$ cat src/rtl/rob_commit.sv
// Retirement end of the reorder buffer: allocates at the tail, takes CDB completions,
// and retires one ready entry per clock from the head, flushing on a mispredicted branch.
module rob_commit #(
  parameter int unsigned ROB_DEPTH = 8,
  parameter int unsigned IDX_W     = 3,
  parameter int unsigned DATA_W    = 16,
  parameter int unsigned RD_W      = 4,
  parameter int unsigned FUNC_W    = 4
) (
  input  logic              clk1,
  input  logic              rst,
  input  logic              alloc_valid,
  input  logic [FUNC_W-1:0] alloc_func,
  input  logic [RD_W-1:0]   alloc_rd,
  output logic              alloc_ready,
  output logic [IDX_W-1:0]  alloc_idx,
  input  logic              cdb_valid,
  input  logic [IDX_W-1:0]  cdb_idx,
  input  logic [DATA_W-1:0] cdb_data,
  output logic              commit_valid,
  output logic [IDX_W-1:0]  commit_idx,
  output logic [RD_W-1:0]   commit_rd,
  output logic [DATA_W-1:0] commit_data,
  output logic [FUNC_W-1:0] commit_func,
  output logic              add_release,
  output logic              mul_release,
  output logic              flush,
  output logic [IDX_W:0]    rob_count
);

  localparam logic [FUNC_W-1:0] FuncBranch = FUNC_W'(4);
  localparam logic [IDX_W:0]    DepthW     = (IDX_W+1)'(ROB_DEPTH);

  // Per-entry state
  logic [ROB_DEPTH-1:0] valid_q, valid_d;
  logic [ROB_DEPTH-1:0] ready_q, ready_d;
  logic [FUNC_W-1:0]    func_q [ROB_DEPTH];
  logic [FUNC_W-1:0]    func_d [ROB_DEPTH];
  logic [RD_W-1:0]      rd_q   [ROB_DEPTH];
  logic [RD_W-1:0]      rd_d   [ROB_DEPTH];
  logic [DATA_W-1:0]    data_q [ROB_DEPTH];
  logic [DATA_W-1:0]    data_d [ROB_DEPTH];

  logic [IDX_W-1:0] head_q, head_d;
  logic [IDX_W-1:0] tail_q, tail_d;
  logic [IDX_W:0]   count_q, count_d;

  // Registered commit outputs
  logic              cvalid_q, cvalid_d;
  logic [IDX_W-1:0]  cidx_q, cidx_d;
  logic [RD_W-1:0]   crd_q, crd_d;
  logic [DATA_W-1:0] cdata_q, cdata_d;
  logic [FUNC_W-1:0] cfunc_q, cfunc_d;
  logic              add_q, add_d;
  logic              mul_q, mul_d;
  logic              flush_q, flush_d;

  logic alloc_fire;
  logic commit_fire;
  logic mispredict;

  always_comb begin
    alloc_ready = !rst && (count_q < DepthW);
    alloc_fire  = alloc_valid && alloc_ready;
    commit_fire = (count_q != '0) && valid_q[head_q] && ready_q[head_q];
    mispredict  = commit_fire && (func_q[head_q] == FuncBranch) && data_q[head_q][0];
  end

  // Entry next state: CDB write, commit clear, then flush or allocation.
  always_comb begin
    valid_d = valid_q;
    ready_d = ready_q;
    func_d  = func_q;
    rd_d    = rd_q;
    data_d  = data_q;
    if (cdb_valid && valid_q[cdb_idx] && !(commit_fire && (cdb_idx == head_q))) begin
      ready_d[cdb_idx] = 1'b1;
      data_d[cdb_idx]  = cdb_data;
    end
    if (commit_fire) begin
      valid_d[head_q] = 1'b0;
    end
    if (mispredict) begin
      valid_d = '0;
    end else if (alloc_fire) begin
      valid_d[tail_q] = 1'b1;
      ready_d[tail_q] = 1'b0;
      func_d[tail_q]  = alloc_func;
      rd_d[tail_q]    = alloc_rd;
      data_d[tail_q]  = '0;
    end
  end

  always_comb begin
    head_d = head_q + IDX_W'(commit_fire);
    if (mispredict) begin
      tail_d  = head_q + IDX_W'(1);
      count_d = '0;
    end else begin
      tail_d  = tail_q + IDX_W'(alloc_fire);
      count_d = count_q + (IDX_W+1)'(alloc_fire) - (IDX_W+1)'(commit_fire);
    end
  end

  // Commit outputs hold their last payload when nothing retires.
  always_comb begin
    cvalid_d = commit_fire;
    cidx_d   = cidx_q;
    crd_d    = crd_q;
    cdata_d  = cdata_q;
    cfunc_d  = cfunc_q;
    add_d    = 1'b0;
    mul_d    = 1'b0;
    flush_d  = mispredict;
    if (commit_fire) begin
      cidx_d  = head_q;
      crd_d   = rd_q[head_q];
      cdata_d = data_q[head_q];
      cfunc_d = func_q[head_q];
      add_d   = (func_q[head_q][FUNC_W-1:1] == '0);
      mul_d   = (func_q[head_q][FUNC_W-1:1] == (FUNC_W-1)'(1));
    end
  end

  always_ff @(posedge clk1) begin
    if (rst) begin
      valid_q  <= '0;
      ready_q  <= '0;
      for (int unsigned i = 0; i < ROB_DEPTH; i++) begin
        func_q[i] <= '0;
        rd_q[i]   <= '0;
        data_q[i] <= '0;
      end
      head_q   <= '0;
      tail_q   <= '0;
      count_q  <= '0;
      cvalid_q <= 1'b0;
      cidx_q   <= '0;
      crd_q    <= '0;
      cdata_q  <= '0;
      cfunc_q  <= '0;
      add_q    <= 1'b0;
      mul_q    <= 1'b0;
      flush_q  <= 1'b0;
    end else begin
      valid_q  <= valid_d;
      ready_q  <= ready_d;
      func_q   <= func_d;
      rd_q     <= rd_d;
      data_q   <= data_d;
      head_q   <= head_d;
      tail_q   <= tail_d;
      count_q  <= count_d;
      cvalid_q <= cvalid_d;
      cidx_q   <= cidx_d;
      crd_q    <= crd_d;
      cdata_q  <= cdata_d;
      cfunc_q  <= cfunc_d;
      add_q    <= add_d;
      mul_q    <= mul_d;
      flush_q  <= flush_d;
    end
  end

  always_comb begin
    alloc_idx    = tail_q;
    rob_count    = count_q;
    commit_valid = cvalid_q;
    commit_idx   = cidx_q;
    commit_rd    = crd_q;
    commit_data  = cdata_q;
    commit_func  = cfunc_q;
    add_release  = add_q;
    mul_release  = mul_q;
    flush        = flush_q;
  end

endmodule

$ cat config.mk
export PLATFORM = sky130hd
export DESIGN_NAME = rob_commit
export DESIGN_NICKNAME = d
export VERILOG_FILES = /design/src/rtl/rob_commit.sv
export SDC_FILE = /design/constraint.sdc
export NUM_CORES = 1
export LEC_CHECK = 0
export CORE_UTILIZATION = 40
export CTS_CLUSTER_SIZE = 30
export DETAILED_ROUTE_END_ITERATION = 10
export PLACE_DENSITY = 0.67
export SLEW_MARGIN = 20
export SYNTH_ARGS = -nofsm -noshare
export SYNTH_HDL_FRONTEND = slang
export SYNTH_SLANG_ARGS = --single-unit
$ cat constraint.sdc
create_clock -name clk1 -period 9.8 [get_ports clk1]
set_input_delay 1.47 -clock clk1 [delete_from_list [all_inputs] [get_ports clk1]]
set_output_delay 1.47 -clock clk1 [all_outputs]
set_load 0.1 [all_outputs]
==> flow_metrics.tcl, run 1 <==
set metrics [dict create \
    async_flop_share_pct 0 \
    rsz0062_at_grt "no" \
    fin_util_pct 46.3 \
    drt-vias-per-instance 5.22 \
    design.die.area_sq_um 28100 \
    io_buffers 69 \
    die_w_um 168 \
    end_kind "output port" \
    finalCritPeriodShare_pct 46.2 \
    clockBufferDepth 3 \
    final_area_sq_um 12500 \
    reg2reg_depth 8 \
    final-max-slew-violation-count 0 \
    gp_congestion 0.768 \
    yosysWarningCount 0 \
    start_util_pct 40.7 \
    start_kind "input pin" \
    overflow 0 \
    tightest_slew_ns 1.06 \
    finalPower_mw 2.16 \
    post_cts_buffers 0 \
    status "finished clean" \
    synth_largest_area_cell "dfxtp_1" \
    wire_per_inst_um 17.8 \
    worstPathArrival_ns 3.06 \
    synth_cells 1014 \
    cts_root_buffer "clkbuf_16" \
    worstPathMaxFanout 35 \
    netlist_area_sq_um 11000 \
    firstDrtPassIters 4 \
    synth.top_cell.area_share_pct 45.5 \
    clk_pin_slew_ns 0.06 \
    antenna_found_initial 1 \
    synth_seq_cells 249 \
    slew_headroom_pct 29.0 \
    clock_latency_ns 0.53 \
    cp.required_ns 8.33 \
    synth_area_per_cell_sq_um 10.8 \
    p_leak_nw 4.22 \
    cts-htree-levels 1 \
    crit_type "in -> out" \
    clock.fmax_mhz 221 \
    grt_usage_pct 17.6 \
    vias 7238 \
    dp_hpwl_um 14800 \
    syn-num-nets 1056 \
    grt_pass1_vias 7074 \
    synth_edf_count 0 \
    holdPathStages 2 \
    clock_skew_ns 0.0123 \
    min_period_ns 4.53 \
    yosysSeqAreaShare_pct 45.5 \
    final_nets 1073 \
    totalWireLength_um 24700 \
    core_area_sq_um 27000 \
    cap_violations 0 \
    ir_drop_mv 0.111 \
    rows 60 \
    synth.area.top_cells "dfxtp_1 45%, mux2i_1 20%, mux4_2 8.6%" \
    drc 0 \
    hold_path_class "reg -> reg" \
    place_area_sq_um 11700 \
    drive_gt1_share_pct 13.8 \
    hold_buffers 0 \
    cts_tree "built" \
    grt_pass1_wl_um 39400 \
    timing.hold.ws_ns 0.450 \
    cts_resized 0 \
    ios 70 \
    setup_violations 0 \
    fin_tns_setup_ns 0 \
    yosys_most_used_dff "dfxtp_1" \
    cts.sinks 249 \
    hold_viol_final 0 \
    ys_types 40 \
    die_height_um 168 \
    numCtsBuffers 26 \
    drtIter0Drc 417 \
    area_growth_pct 13.9 \
    detail-route-antenna-nets 0 \
    grt_max_degree 77 \
    power_density_nw_per_um2 173 \
]
-- stage by stage --
stage / setup WS (ns) / cells
3_3_place_gp: 5.28 / 1344
6_report: 5.27 / 1387
2_1_floorplan: 5.42 / 1014
4_1_cts: 5.25 / 1386
5_1_grt: 5.22 / 1387
3_5_place_dp: 5.25 / 1344
-- per-layer routing --
layer  wire [um]  track usage, %  vias up
li1            -               -     3553
met1       11800            24.4     3545
met2       11600            28.8      119
met3         970            2.72       21
met4         269            3.99        0
met5           0               0        -
-- registers in the layout (all words and copies together) (netlist names) --
name and flops:
add_release 1, data_q 128, mul_release 1, commit_valid 1, ready_q 8, alloc_idx 3, commit_func 4, rd_q 32
commit_data 16, rob_count 4, head_q 3, valid_q 8, flush 1, commit_rd 4, commit_idx 3, func_q 32
-- critical path: stages --
cell             delay, ns
buf_4                 0.24
nor2_1                0.18
clkdlybuf4s50_1       1.16
-- path summary, 6_finish.rpt --
| kind | end | slack, ns | startpoint |
|---|---|---|---|
| worst min-delay path | ready_q[5]$_SDFF_PP0_ | 0.45 | ready_q[5]$_SDFF_PP0_ |
| worst max-delay path | alloc_ready | 5.27 | rst |
| worst min register to register | ready_q[5]$_SDFF_PP0_ | 0.45 | ready_q[5]$_SDFF_PP0_ |
| worst max register to register | data_q[104]$_SDFF_PP0_ | 6.00 | head_q[1]$_SDFF_PP0_ |
-- report_power, final --
group | switching (mW) | internal, mW
combinational | 0.120 | 0.0549
clock | 0.392 | 0.563
sequential | 0.00892 | 1.02
total | 0.521 | 1.64
-- cell usage in the layout (no fill, tap or decap), types with 2 or more instances in the layout --
| cell type | n |
|---|---|
| dfxtp_1 | 246 |
| nor2_1 | 222 |
| mux2i_1 | 216 |
| clkdlybuf4s50_1 | 68 |
| mux4_2 | 42 |
| clkbuf_16 | 27 |
| nor2_2 | 26 |
| a211oi_1 | 24 |
| buf_4 | 22 |
| nand2_1 | 14 |
| inv_1 | 11 |
| a21oi_1 | 11 |
| nor2b_1 | 10 |
| ha_1 | 10 |
| mux4_1 | 8 |
| a31oi_1 | 8 |
| or2_1 | 8 |
| nand3_1 | 7 |
| a31oi_2 | 7 |
| o21ai_0 | 6 |
| clkbuf_8 | 5 |
| nand2b_1 | 4 |
| xor2_1 | 4 |
| nand4_1 | 4 |
| clkinv_2 | 4 |
| clkbuf_1 | 4 |
| a311oi_1 | 3 |
| xnor2_1 | 3 |
| and3_1 | 2 |
| o31ai_1 | 2 |
| dfxtp_2 | 2 |
-- final cells by class --
class | count | area [sq um]
fillers | 2429 | 14500
multi-input cells | 653 | 5360
flip-flops and latches | 249 | 4990
repair buffers | 90 | 846
clock buffers | 36 | 759
well taps | 341 | 427
clock inverters | 6 | 61.3
inverters | 11 | 41.3
diodes | 1 | 2.50
-- kinds of logic after synthesis --
logic type / share of synthesized area [%]
AND/OR/NAND/NOR: 11.9
multiplexers: 30.7
flip-flops: 45.5
buffers and inverters: 6.06
AO/OA/AOI/OAI: 3.94
adder cells (fa/ha/maj): 1.32
XOR/XNOR: 0.559
-- Yosys cell counts (2+ instances only) --
cell / instances
dfxtp_1: 249
nor2_1: 222
mux2i_1: 216
mux4_2: 42
clkbuf_1: 29
buf_6: 27
nor2_2: 26
a211oi_1: 24
buf_2: 24
buf_1: 18
a31oi_1: 15
nand2_1: 14
a21oi_1: 11
inv_1: 11
ha_1: 10
nor2b_1: 10
mux4_1: 8
or2_1: 8
nand3_1: 7
o21ai_0: 6
nand2b_1: 4
nand4_1: 4
xor2_1: 4
a311oi_1: 3
buf_4: 3
xnor2_1: 3
and3_1: 2
o31ai_1: 2
Note: power is estimated with default switching activity, not from simulation.
==> run 2: changes to the inputs <==
==> constraint.sdc (replaced) <==
create_clock -name clk1 -period 4.2 [get_ports clk1]
set_input_delay 0.63 -clock clk1 [delete_from_list [all_inputs] [get_ports clk1]]
set_output_delay 0.63 -clock clk1 [all_outputs]
set_load 0.1 [all_outputs]
==> run 2 against run 1 <==
Against the previous run:
- sequential power is 130% higher
- register-to-register slack worse by 5.0 ns
- clock power is 120% higher
- die area stayed put
- clock-buffer cell count is 5 higher
- final cell count is 1.2% higher
- core utilization is 0.22 points higher
- highest routed layer unchanged
- clock skew is 0.0098 ns higher
- first-iteration DRC count is 1.2% higher
==> flow_metrics.tcl, run 2 (synthesis gave the netlist of run 1 again) <==
set metrics [dict create \
    wire_per_inst_um 18.1 \
    gr-max-usage-layer "met2" \
    crit_type "reg -> reg" \
    slew_headroom_pct 34.5 \
    critical_path_cell_count 7 \
    hold_buffers 0 \
    worst-path-buf-inv 1 \
    crit_slowest_cell "dfxtp_4" \
    gp_congestion 0.750 \
    final-max-slew-violation-count 0 \
    vias 7390 \
    largest_register_ffs 128 \
    grt_usage_pct 18.3 \
    grt_pass1_wl_um 40700 \
    die_w_um 168 \
    end_kind "flop" \
    regMostFlops "data_q" \
    ir_drop_mv 0.225 \
    met1_usage_pct 24.7 \
    rows 60 \
    finalCritPeriodShare_pct 76.0 \
    dp_hpwl_um 15800 \
    cts_tree "built" \
    final_nets 1086 \
    use_met3_pct 2.39 \
    overflow 0 \
    max_stage_delay_ns 0.74 \
    io_buffers 69 \
    timing.hold.ws_ns 0.448 \
    p_leak_nw 4.26 \
    final_common_cell "dfxtp_1" \
    cts.sinks 249 \
    clock_skew_ns 0.0222 \
    clk_pin_slew_ns 0.06 \
    drive_gt1_share_pct 14.7 \
    post_cts_buffers 0 \
    cts_resized 0 \
    totalWireLength_um 25300 \
    hold_viol_final 0 \
    area_growth_pct 14.4 \
    firstDrtPassIters 5 \
    final_cell_mix "246 x dfxtp_1, 222 x nor2_1, 216 x mux2i_1, 68 x clkdlybuf4s50_1, 42 x mux4_2" \
    drtIter0Drc 422 \
    design.die.area_sq_um 28100 \
    ios 70 \
    holdPathStages 2 \
    detail-route-antenna-nets 0 \
    start_kind "flop" \
    die_height_um 168 \
    numCtsBuffers 25 \
    min_period_ns 3.19 \
    fin_util_pct 46.6 \
    fin_tns_setup_ns 0 \
    reg2reg_depth 7 \
    clockBufferDepth 3 \
    power_density_nw_per_um2 394 \
    drc 0 \
    finalPower_mw 4.94 \
    cap_violations 0 \
    grt_pass1_vias 7249 \
    hold_path_class "reg -> reg" \
    worstPathArrival_ns 3.58 \
    clock_latency_ns 0.53 \
    tightest_slew_ns 0.980 \
    antenna_cells 0 \
    path_cells "mux4_2 > o22ai_1 > nor4_4 > buf_4 > nand3_1 > nand2b_1 > nor2_1" \
    status "finished clean" \
    worst_slack_ns 1.01 \
    worstPathMaxFanout 37 \
    rsz0062_at_grt "no" \
    antenna_found_initial 0 \
    clock.fmax_mhz 313 \
    grt_max_degree 91 \
    cts-htree-levels 1 \
    preCtsSetupSlack_ns 0.969 \
    start_util_pct 40.7 \
    crit_family "simple AND/OR/NAND/NOR gates" \
    cp.required_ns 4.59 \
    grt_use_met2_pct 30.7 \
    core_area_sq_um 27000 \
    setup_violations 0 \
    reg_top3 "data_q (128), func_q (32), rd_q (32)" \
    cts_root_buffer "clkbuf_16" \
    drt-vias-per-instance 5.26 \
]
## run 2: power breakdown
part           internal, mW  switching, mW
registers              2.39         0.0214
logic                 0.139          0.288
clock network          1.21          0.894
total                  3.74           1.20
## run 2: layout make-up
| class | instances | area (sq um) |
|---|---|---|
| clock buffer | 41 | 746 |
| clock inverter | 5 | 32.5 |
| fill | 2460 | 14400 |
| inverter | 11 | 41.3 |
| multi-input combinational | 653 | 5360 |
| sequential | 249 | 4990 |
| tap | 341 | 427 |
| timing repair buffer | 104 | 951 |
## run 2: per-layer routing
layer | wire (um) | vias up | part of all wire, %
met5 | 0 | - | 0
li1 | - | 3579 | -
met4 | 456 | 0 | 1.8
met3 | 1170 | 34 | 4.6
met1 | 11800 | 3609 | 47
met2 | 11900 | 168 | 47
## run 2: final timing paths
path                               from                       to  slack, ns
setup / recovery   head_q[0]$_SDFF_PP0_  rob_count[3]$_SDFF_PP0_       1.01
hold / removal    ready_q[5]$_SDFF_PP0_    ready_q[5]$_SDFF_PP0_       0.45
setup reg to reg   head_q[0]$_SDFF_PP0_  rob_count[3]$_SDFF_PP0_       1.01
hold reg to reg   ready_q[5]$_SDFF_PP0_    ready_q[5]$_SDFF_PP0_       0.45
## run 2: stage by stage
stage / instances / area, sq um
finish: 1404 / 12500
global route: 1404 / 12500
CTS: 1404 / 12500
detailed placement: 1358 / 11800
global placement: 1358 / 11800
floorplan: 1014 / 11000
## run 2: worst register-to-register path: stages, from the launching register on
cell      delay, ns
dfxtp_4        0.74
mux4_2         0.34
o22ai_1        0.12
nor4_4         0.47
buf_4          0.51
nand3_1        0.35
nand2b_1       0.46
nor2_1         0.10
==> run 3: changes to the inputs <==
--- a/config.mk
+++ b/config.mk
@@ -8,7 +8,7 @@
 export CORE_UTILIZATION = 40
 export CTS_CLUSTER_SIZE = 30
 export DETAILED_ROUTE_END_ITERATION = 10
-export PLACE_DENSITY = 0.67
+export PLACE_DENSITY = 0.69
 export SLEW_MARGIN = 20
 export SYNTH_ARGS = -nofsm -noshare
 export SYNTH_HDL_FRONTEND = slang
==> constraint.sdc (replaced) <==
create_clock -name clk1 -period 2.7 [get_ports clk1]
set_input_delay 0.405 -clock clk1 [delete_from_list [all_inputs] [get_ports clk1]]
set_output_delay 0.405 -clock clk1 [all_outputs]
set_load 0.1 [all_outputs]
==> run 3 against run 2 <==
Against the previous run:
- via count up 1.2%
- sequential cell count unchanged
- largest power group unchanged
- core utilization up 2.2 points
- first-iteration DRC count down 26%
- power up 64%
- maximum frequency up 19%
- sequential power up 56%
- combinational power up 71%
- global-route usage up 0.17 points
- final cell count up 2.1%
- clock skew down 0.0014 ns
- clock-buffer cell count unchanged
==> flow_metrics.tcl, run 3 (synthesis gave the netlist of run 1 again) <==
set metrics [dict create \
    drive_gt1_share_pct 22.8 \
    clk_pin_slew_ns 0.06 \
    startpoint "head_q[0]$_SDFF_PP0_" \
    gp_congestion 0.792 \
    worst_slack_ns 0.0232 \
    grt_max_degree 75 \
    design.die.area_sq_um 28100 \
    antenna_cells 0 \
    rows 60 \
    worstHoldStart "rst" \
    path_common_cell "buf_4" \
    grt_pass1_wl_um 41400 \
    regMostFlops "data_q" \
    cts.sinks 249 \
    drtIter0Drc 312 \
    worst-path-buf-inv 3 \
    overflow 0 \
    crit_slowest_cell "mux4_2" \
    seq_area_sq_um 5000 \
    critical_path_cell_count 9 \
    clock.fmax_mhz 374 \
    final_cell_mix "242 x dfxtp_1, 221 x nor2_1, 215 x mux2i_1, 80 x buf_4, 43 x mux4_2" \
    finalPower_mw 8.10 \
    cap_violations 0 \
    dp_cells 1378 \
    power_density_nw_per_um2 617 \
    path_cells "buf_4 > mux4_2 > mux2i_4 > and4bb_4 > a31oi_1 > buf_4 > or2_1 > buf_12 > nor2_1" \
    core_area_sq_um 27000 \
    vias 7478 \
    multiInputGateArea_sq_um 5430 \
    crit_family "multiplexers" \
    detail-route-antenna-nets 0 \
    final_common_cell "dfxtp_1" \
    holdPathStages 5 \
    tightest_slew_ns 0.769 \
    largest_register_ffs 128 \
    wire_per_inst_um 17.9 \
    slew_headroom_pct 48.6 \
    max_stage_delay_ns 0.54 \
    clock_skew_ns 0.0208 \
    min_period_ns 2.68 \
    io_buffers 69 \
    area_growth_pct 19.8 \
    ios 70 \
    hold_path_class "in -> reg" \
    grt_pass1_vias 7494 \
    finalCritPeriodShare_pct 99.1 \
    die_height_um 168 \
    clock_latency_ns 0.54 \
    worstPathMaxFanout 17 \
    preCtsSetupSlack_ns -0.181 \
    cts-htree-levels 1 \
    p_leak_nw 4.64 \
    firstDrtPassIters 5 \
    rr_startpoint "head_q[0]$_SDFF_PP0_" \
    cts_tree "built" \
    cts_root_buffer "clkbuf_16" \
    status "finished clean" \
    clockBufferDepth 3 \
    grt_usage_pct 18.4 \
    reg_top3 "data_q (128), func_q (32), rd_q (32)" \
    worstPathArrival_ns 3.11 \
    finalNonFillerCells 1433 \
    drc 0 \
    cp.required_ns 3.13 \
    reg2reg_depth 9 \
    hold_buffers 0 \
    numCtsBuffers 26 \
    start_util_pct 40.7 \
    start_kind "flop" \
    setup_violations 0 \
    antenna_found_initial 0 \
    drt-vias-per-instance 5.22 \
    crit_type "reg -> reg" \
    end_kind "flop" \
    dp_hpwl_um 16400 \
    totalWireLength_um 25600 \
    final-max-slew-violation-count 0 \
    fill_cells 2398 \
    ir_drop_mv 0.380 \
    final_nets 1116 \
    die_w_um 168 \
    hold_viol_final 0 \
]
==> run 3: cell count changes in the layout (fill, tap and decap cells not counted), sizes merged <==
cell / before / now
inv: 12 / 11
buf: 36 / 104
bufinv: 0 / 1
clkdlybuf4s50: 68 / 29
clkinvlp: 0 / 1
clkinv: 4 / 3
==> run 3: layer usage <==
layer  up-vias  track usage (%)  wire [um]
li1       3641                -          -
met1      3665             24.6      11800
met3        38             2.58       1080
met5         -                0          0
met4         0             5.66        513
met2       134             30.8      12200
==> run 3: report_power, final <==
part / switching [mW] / leakage [nW] / total, mW / internal, mW
clock: 1.45 / 0.433 / 3.61 / 2.16
sequential: 0.0384 / 2.01 / 3.76 / 3.72
combinational: 0.462 / 2.19 / 0.727 / 0.265
total: 1.95 / 4.64 / 8.10 / 6.15
==> run 3: final cells by class <==
class / instances / area share (%)
Multi-Input combinational cell: 653 / 41.4
Sequential cell: 249 / 38.1
Timing Repair Buffer: 133 / 10.3
Clock buffer: 41 / 6.22
Tap cell: 341 / 3.25
Clock inverter: 5 / 0.486
Inverter: 11 / 0.314
==> run 3: path summary, 6_finish.rpt <==
path,endpoint,slack (ns)
worst min register to register,ready_q[2]$_SDFF_PP0_,0.47
worst max register to register,data_q[104]$_SDFF_PP0_,0.02
worst min-delay path,valid_q[4]$_SDFF_PP0_,0.38
worst max-delay path,data_q[104]$_SDFF_PP0_,0.02
==> run 3: tightest hold or removal path: stages <==
cell and delay [ns]:
buf_4 0.10, or3b_2 0.12, nor2_1 0.08, nand2_1 0.09, a21oi_1 0.06
==> run 3: stage by stage <==
stage | utilization (%) | area [sq um] | hold slack, ns | setup TNS [ns]
after floorplan | - | 11100 | 0.419 | -0.451
final | 48.7 | 13100 | 0.376 | 0
after global placement | 45.0 | 12100 | 0.439 | -16.35
after global routing | 48.7 | 13100 | 0.424 | -0.108
after detailed placement | 45.0 | 12100 | 0.455 | -18.22
after CTS | 48.4 | 13000 | 0.363 | 0
==> run 3: timing repair <==
| action | in CTS | in global routing |
|---|---|---|
| endpoints found under the setup margin | 192 | 102 |
| buffers inserted | 2 | 7 |
| resized for setup | 4 | 6 |
| hold endpoints to repair | 0 | 0 |
| pin swaps | 0 | 1 |
